`src/rtl/hazard_ctrl.sv`:
```
// hazard_ctrl: stall/flush/forward control with boot bubbles and memory-wait watchdog.
// Define HAZARD_FORWARD_EN for forwarding + load-use; otherwise a full RAW interlock.
module hazard_ctrl #(
    parameter int BOOT_CYCLES = 2,
    parameter int MEM_TIMEOUT = 8
) (
    input  logic       clk,
    input  logic       rst,
    input  logic [4:0] Rs1D,
    input  logic [4:0] Rs2D,
    input  logic [4:0] Rs1E,
    input  logic [4:0] Rs2E,
    input  logic [4:0] RdE,
    input  logic [4:0] RdM,
    input  logic [4:0] RdW,
    input  logic       RegWriteE,
    input  logic       RegWriteM,
    input  logic       RegWriteW,
    input  logic       ResultSrcE0,
    input  logic       PCSrcE,
    input  logic       MemReqM,
    input  logic       MemRdyM,
    output logic       StallF,
    output logic       StallD,
    output logic       StallE,
    output logic       StallM,
    output logic       FlushD,
    output logic       FlushE,
    output logic       FlushW,
    output logic [1:0] ForwardAE,
    output logic [1:0] ForwardBE,
    output logic       busy,
    output logic       memErr
);

    localparam int WW = $clog2(MEM_TIMEOUT + 1);
    localparam logic [3:0] BOOT_LAST = 4'(BOOT_CYCLES - 1);
    localparam logic [WW-1:0] WAIT_MAX = WW'(MEM_TIMEOUT);

    typedef enum logic [1:0] {BOOT, RUN, MWAIT} state_t;

    state_t        state, state_nxt;
    logic [3:0]    boot_cnt, boot_nxt;
    logic [WW-1:0] wait_cnt, wait_nxt;
    logic          mem_err, err_nxt;

    logic          data_hz;
    logic [1:0]    fwd_a, fwd_b;
    logic          hold_pipe, run_ok;

`ifdef HAZARD_FORWARD_EN
    logic m_a, m_b, w_a, w_b;

    assign m_a = RegWriteM && (RdM != 5'd0) && (RdM == Rs1E);
    assign m_b = RegWriteM && (RdM != 5'd0) && (RdM == Rs2E);
    assign w_a = RegWriteW && (RdW != 5'd0) && (RdW == Rs1E);
    assign w_b = RegWriteW && (RdW != 5'd0) && (RdW == Rs2E);

    assign fwd_a = m_a ? 2'b10 : (w_a ? 2'b01 : 2'b00);
    assign fwd_b = m_b ? 2'b10 : (w_b ? 2'b01 : 2'b00);

    assign data_hz = ResultSrcE0 && RegWriteE && (RdE != 5'd0) &&
                     ((RdE == Rs1D) || (RdE == Rs2D));
`else
    logic raw1, raw2;
    logic unused_fwd;

    // W is not checked: the register file writes before it reads.
    assign raw1 = (Rs1D != 5'd0) &&
                  ((RegWriteE && (RdE == Rs1D)) ||
                   (RegWriteM && (RdM == Rs1D)));
    assign raw2 = (Rs2D != 5'd0) &&
                  ((RegWriteE && (RdE == Rs2D)) ||
                   (RegWriteM && (RdM == Rs2D)));

    assign data_hz = raw1 || raw2;
    assign fwd_a = 2'b00;
    assign fwd_b = 2'b00;
    assign unused_fwd = ^{Rs1E, Rs2E, RdW, RegWriteW, ResultSrcE0};
`endif

    always_comb begin
        state_nxt = state;
        boot_nxt  = boot_cnt;
        wait_nxt  = wait_cnt;
        err_nxt   = mem_err;
        hold_pipe = 1'b0;
        run_ok    = 1'b0;
        StallF    = 1'b0;
        StallD    = 1'b0;
        StallE    = 1'b0;
        StallM    = 1'b0;
        FlushD    = 1'b0;
        FlushE    = 1'b0;
        FlushW    = 1'b0;
        ForwardAE = 2'b00;
        ForwardBE = 2'b00;

        unique case (state)
            BOOT: begin
                StallF = 1'b1;
                FlushD = 1'b1;
                FlushE = 1'b1;
                if (boot_cnt == BOOT_LAST) begin
                    state_nxt = RUN;
                    boot_nxt  = 4'd0;
                end else begin
                    boot_nxt = boot_cnt + 4'd1;
                end
            end
            RUN: begin
                ForwardAE = fwd_a;
                ForwardBE = fwd_b;
                if (MemReqM && !MemRdyM) begin
                    hold_pipe = 1'b1;
                    state_nxt = MWAIT;
                    wait_nxt  = WW'(1);
                end else begin
                    run_ok = 1'b1;
                end
            end
            MWAIT: begin
                ForwardAE = fwd_a;
                ForwardBE = fwd_b;
                if (MemRdyM || (wait_cnt == WAIT_MAX)) begin
                    run_ok    = 1'b1;
                    state_nxt = RUN;
                    wait_nxt  = '0;
                    if (!MemRdyM)
                        err_nxt = 1'b1;
                end else begin
                    hold_pipe = 1'b1;
                    if (wait_cnt != {WW{1'b1}})
                        wait_nxt = wait_cnt + 1'b1;
                end
            end
            default: state_nxt = BOOT;
        endcase

        if (hold_pipe) begin
            StallF = 1'b1;
            StallD = 1'b1;
            StallE = 1'b1;
            StallM = 1'b1;
            FlushW = 1'b1;
        end

        // A taken branch squashes the stalled instruction anyway.
        if (run_ok) begin
            StallF = data_hz && !PCSrcE;
            StallD = data_hz && !PCSrcE;
            FlushD = PCSrcE;
            FlushE = PCSrcE || data_hz;
        end
    end

    always_ff @(posedge clk or negedge rst) begin
        if (!rst) begin
            state    <= BOOT;
            boot_cnt <= 4'd0;
            wait_cnt <= '0;
            mem_err  <= 1'b0;
        end else begin
            state    <= state_nxt;
            boot_cnt <= boot_nxt;
            wait_cnt <= wait_nxt;
            mem_err  <= err_nxt;
        end
    end

    assign busy   = (state != RUN);
    assign memErr = mem_err;

endmodule
```
`config.mk`:
```
export PLATFORM = sky130hd
export DESIGN_NAME = hazard_ctrl
export DESIGN_NICKNAME = d
export VERILOG_FILES = /design/src/rtl/hazard_ctrl.sv
export SDC_FILE = /design/constraint.sdc
export NUM_CORES = 1
export LEC_CHECK = 0
export ABC_AREA = 1
export CAP_MARGIN = 40
export CORE_MARGIN = 2
export CORE_UTILIZATION = 37
export CTS_CLUSTER_SIZE = 24
export DETAILED_ROUTE_END_ITERATION = 12
export GPL_TIMING_DRIVEN = 0
export PLACE_DENSITY = 0.82
export SYNTH_ARGS = -nofsm -noshare
export SYNTH_HDL_FRONTEND = slang
export SYNTH_SLANG_ARGS = --single-unit
```
`constraint.sdc`:
```
create_clock -name clk -period 1.62 [get_ports clk]
set_clock_uncertainty 0.15 [all_clocks]
set_input_delay 0.324 -clock clk [delete_from_list [all_inputs] [get_ports clk]]
set_output_delay 0.324 -clock clk [all_outputs]
set_load 0.02 [all_outputs]
```
==> results of run 1 <==
==> state kept, by name (all words and copies together), names as in the netlist <==
name      count
boot_cnt      4
wait_cnt      4
state         2
memErr        1
==> worst reg2reg max path, delay by kind of cell, from the launching register on <==
kind                       cells  cell delay, ns
AOI/OAI and AO/OA              2            0.34
adders and majority gates      1            0.18
buffers and inverters          4            0.40
DFF                            1            0.41
and+or+nand+nor                3            0.34
==> synthesized netlist by cell type (3+ instances only) <==
master / n
nor2_1: 20
nand3_1: 12
a21oi_1: 5
o21ai_2: 3
buf_4: 6
dfrtp_1: 11
nand2_1: 75
inv_1: 35
o21ai_0: 7
nor3_1: 3
ha_1: 6
==> final cells by class <==
class	instances	area (um^2)
timing repair buffer	60	563
multi-input combinational	150	853
buffer	6	48.8
fill	243	1090
clock inverter	1	5.00
sequential	11	275
inverter	37	144
clock buffer	3	22.5
tap	44	55.1
==> power by group through the flow <==
stage / clock network [mW] / logic (mW) / registers [mW]
floorplan: 0 / 0.747 / 0.406
global placement: 0 / 1.11 / 0.418
detailed placement: 0 / 1.14 / 0.421
CTS: 0.197 / 1.56 / 0.414
global route: 0.212 / 2.00 / 0.430
finish: 0.190 / 1.87 / 0.425
==> per-stage QoR <==
step / instances / TNS [ns]
after global routing: 312 / -7.06
after floorplan: 204 / -1.41
after detailed placement: 283 / -7.76
final: 312 / -5.98
after CTS: 305 / -4.30
after global placement: 283 / -7.58
==> repair_timing <==
item	in CTS	in global routing
pin swaps	10	7
endpoints found under the setup margin	14	16
resized for setup	78	18
buffers inserted	18	7
==> worst paths after layout <==
path / start / endpoint / slack [ns] / cells after the start
worst max-delay path: state[0]$_DFFE_PN0P_ / FlushE / -0.65 / 10
worst min-delay path: rst / boot_cnt[3]$_DFFE_PN0P_ / 0.24 / 1
worst max register to register: state[1]$_DFFE_PN0P_ / wait_cnt[3]$_DFFE_PN0P_ / -0.32 / 10
worst min register to register: memErr$_DFFE_PN0P_ / memErr$_DFFE_PN0P_ / 0.30 / 1
max in group asynchronous: rst / wait_cnt[1]$_DFFE_PN0P_ / 0.74 / 1
min in group clk: memErr$_DFFE_PN0P_ / memErr$_DFFE_PN0P_ / 0.30 / 1
==> kinds of logic after synthesis <==
family	share of synthesized area (%)
and+or+nand+nor	41.4
other	0.318
buffers and inverters	15.6
adders and majority gates	6.37
DFF	23.4
AOI/OAI and AO/OA	11.5
xor gates and xnor gates	1.49
==> per-layer routing <==
layer / track usage [%] / vias up
met1: 22.0 / 671
met5: 0 / -
met2: 39.8 / 84
li1: - / 737
met3: 5.76 / 19
met4: 11.2 / 0
==> flow_metrics.tcl, run 1 <==
set metrics [dict create \
    status "finished, violations left" \
    violations "negative setup slack" \
    clkPwrFrac_pct 7.6 \
    wirelength_met1_um 1470 \
    seqPwrFrac_pct 17.1 \
    p_sw_mw 1.15 \
    final_core_util_pct 64.4 \
    hold_class "input pin to asynchronous set/reset pin" \
    drive_above_1_share_pct 31.0 \
    drc 0 \
    combPwrFrac_pct 75.3 \
    crit_type "register to output port" \
    syn-cell-area_um2 1180 \
    cp.required_ns 1.15 \
    cp_cell_sequence "buf_6, ha_4, inv_4, a21oi_2, a21oi_2, nor2_4, buf_4, nand2_2, nand3_2, buf_6" \
    antenna_found_initial 0 \
    arrival_ns 1.80 \
    p_sw_share_pct 46.1 \
    cp-start-kind "register" \
    cts.sinks 11 \
    yosysTopAreaCell "nand2_1" \
    slew-limit-headroom_pct 66.0 \
    dr_wl_met3_um 305 \
    via_per_inst 4.84 \
    post-route-min-period_ns 2.27 \
    final_common_cell "nand2_1" \
    peakVddDrop_mv 0.402 \
    ios 57 \
    power_mw 2.49 \
    cts_inserted_buffers 3 \
    cp-end-kind "output port" \
    cts_buffer_depth 2 \
    post_drt_wl_per_cell_um 12.6 \
    port_buffers 35 \
    synth_flop_cell "dfrtp_1" \
    crit_fanout 4 \
    core_area_um2 3050 \
    num_rows 20 \
    drv_slew 0 \
    dp_hpwl_um 2210 \
    power.density_nw_per_um2 1270 \
    crit_slowest_cell "dfrtp_1" \
    leakage_nw 1.12 \
    grtUsageTotal_pct 21.5 \
    cp_top_family "buffers and inverters" \
    hold_buffers 0 \
    setup_slack_ns -0.654 \
    async_flop_share_pct 100 \
    timing.max_cap.violations 0 \
    via_count 1511 \
    holdWs_ns 0.236 \
    grt_pass1_wl_um 5930 \
    first_global_vias 1418 \
    synthTopCellsByArea "nand2_1 (24%), dfrtp_1 (23%), inv_1 (11%), ha_1 (6.4%), nor2_1 (6.4%)" \
    wl_um 3930 \
    syn_avg_cell_area_um2 5.86 \
    period_share_pct 140 \
    p_int_mw 1.34 \
    place_area_um2 1620 \
    cp.buffers_inverters 4 \
    slowest_delay_ns 0.42 \
    chipHeight_um 60.4 \
    netlist_instances 201 \
    initial_core_util_pct 38.6 \
    final_area_um2 1970 \
    gpl.final_weighted_congestion 0.894 \
    grt_max_degree 12 \
    max_freq_mhz 440 \
    areaGrowthSynthToFinish_pct 66.9 \
    rsz0062_at_grt "yes" \
    synth-edff-count 0 \
    worstMarginPinSlew_ns 0.508 \
    worstSkewPairLatency_ns 0.27 \
    dr.pass1.iters 6 \
    yosysSeqAreaShare_pct 23.4 \
    synth_top_area_share_pct 23.9 \
    most-common-layout-cells "nand2_1 (67), buf_4 (27), inv_1 (26)" \
    finalHoldViolCount 0 \
    die_x_um 60.4 \
    ys_types 24 \
    clockRootBuffer "clkbuf_4" \
    top_layer "met4" \
    antenna_cells 0 \
    postRouteAntennaNets 0 \
    h-tree-depth 1 \
    cts_tree "done" \
    wl_met2_um 2000 \
    clk_pin_slew_ns 0.07 \
    finalSetupViolations 14 \
    drtIter0Drc 79 \
    yosysWarnings 0 \
    ys_seq_elements 11 \
    grt_overflow 0 \
    die_area_um2 3650 \
    dp_slack_ns -1.11 \
    nets 319 \
]
Power figures use the tool's default switching activity.
==> run 2, diff against run 1 <==
CORE_ASPECT_RATIO = 1.2   (was unset)
clock period = 1.8 ns   (was 1.62 ns; I/O delays follow)
==> flow_metrics.tcl, run 2 (synthesis results as in run 1) <==
set metrics [dict create \
    status "finished, violations left" \
    violations "negative setup slack" \
    leakage_nw 1.16 \
    finalSetupViolations 10 \
    crit_type "register to output port" \
    via_per_inst 4.67 \
    wl_um 3450 \
    postRouteAntennaNets 0 \
    cp.required_ns 1.29 \
    initial_core_util_pct 38.6 \
    hold_class "input pin to asynchronous set/reset pin" \
    first_global_vias 1338 \
    dpl.cell_count 275 \
    drc 0 \
    crit_fanout 5 \
    areaGrowthSynthToFinish_pct 63.4 \
    busiest_layer "met2" \
    ios 57 \
    final_core_util_pct 63.0 \
    grt_overflow 0 \
    clk_pin_slew_ns 0.07 \
    antenna_cells 0 \
    via_count 1393 \
    use_met2_pct 34.7 \
    nets 313 \
    clockRootBuffer "clkbuf_4" \
    cts_inserted_buffers 3 \
    cts_buffer_depth 2 \
    grt_pass1_wl_um 5300 \
    rsz0062_at_grt "yes" \
    peakVddDrop_mv 0.861 \
    antenna_found_initial 0 \
    cp-start-kind "register" \
    largestRegisters "boot_cnt: 4 flops, wait_cnt: 4 flops, state: 2 flops" \
    final_cells 298 \
    chipHeight_um 65.8 \
    cts_tree "done" \
    post_drt_wl_per_cell_um 11.6 \
    drtIter0Drc 81 \
    num_rows 22 \
    most-common-layout-cells "nand2_1 (68), inv_1 (27), buf_4 (24)" \
    cp-end-kind "output port" \
    slew-limit-headroom_pct 66.4 \
    timing.max_cap.violations 0 \
    grt_max_degree 12 \
    max_freq_mhz 430 \
    setup_slack_ns -0.528 \
    grtUsageTotal_pct 17.6 \
    fill_cells 277 \
    gpl.final_weighted_congestion 0.822 \
    worstSkewPairLatency_ns 0.27 \
    use_met3_pct 1.57 \
    core_area_um2 3060 \
    drv_slew 0 \
    arrival_ns 1.82 \
    final_common_cell "nand2_1" \
    cts.sinks 11 \
    power_mw 2.06 \
    die_area_um2 3650 \
    drive_above_1_share_pct 27.9 \
    dr.pass1.iters 4 \
    worstMarginPinSlew_ns 0.503 \
    period_share_pct 129 \
    grtUsageMet1_pct 18.0 \
    die_x_um 55.5 \
    power.density_nw_per_um2 1070 \
    post-route-min-period_ns 2.33 \
    port_buffers 35 \
    dp_hpwl_um 2250 \
    h-tree-depth 1 \
    r2r.worst_path.cells 9 \
    finalHoldViolCount 0 \
]
run 2: final timing paths:
path | to | startpoint | slack [ns]
worst min-delay path | memErr$_DFFE_PN0P_ | rst | 0.27
max in group asynchronous | state[0]$_DFFE_PN0P_ | rst | 0.86
worst max register to register | wait_cnt[3]$_DFFE_PN0P_ | state[1]$_DFFE_PN0P_ | -0.09
worst min register to register | memErr$_DFFE_PN0P_ | memErr$_DFFE_PN0P_ | 0.31
min in group clk | memErr$_DFFE_PN0P_ | memErr$_DFFE_PN0P_ | 0.31
worst max-delay path | StallD | state[1]$_DFFE_PN0P_ | -0.53
run 2: worst max-delay path, stage by stage (launching register included):
cell,delay [ns]
dfrtp_1,0.44
buf_6,0.13
ha_4,0.16
inv_4,0.05
nor2_4,0.15
o21ai_4,0.11
a21oi_4,0.23
nand2_1,0.09
nand2_2,0.07
buf_6,0.11
run 2: stage by stage:
step	area (um^2)	hold WS (ns)	TNS [ns]	setup WS (ns)
2_1_floorplan	1210	-0.0856	-0.518	-0.101
3_3_place_gp	1610	0.293	-6.08	-1.01
3_5_place_dp	1610	0.294	-6.35	-1.03
4_1_cts	1750	0.282	-3.05	-0.480
5_1_grt	1930	0.307	-4.58	-0.588
6_report	1930	0.267	-3.61	-0.528
run 2: per-layer routing:
layer  vias to the layer above  share of wire [%]
met5                         -                  0
met4                         0                3.9
met1                       619                 37
li1                        720                  -
met2                        42                 56
met3                        12                3.3
run 2: cell type report:
class	instances	area (um^2)	share of cell area (%)
buffer	6	45.0	2.34
clock buffer	4	26.3	1.36
inverter	37	144	7.47
multi-input combinational	150	858	44.6
sequential	11	277	14.4
tap	36	45.0	2.34
timing repair buffer	54	531	27.6
run 2: what timing repair did:
item                       4_1_cts  5_1_grt
resized for setup               65       34
buffers inserted                10        9
setup endpoints to repair        8        7
hold buffers                     0        0
pin swaps                        6        8
run 2: power by group:
group	switching (mW)	leakage, nW	internal (mW)
combinational	0.785	0.998	0.710
clock	0.0869	0.0150	0.0859
sequential	0.0792	0.145	0.311
total	0.951	1.16	1.11
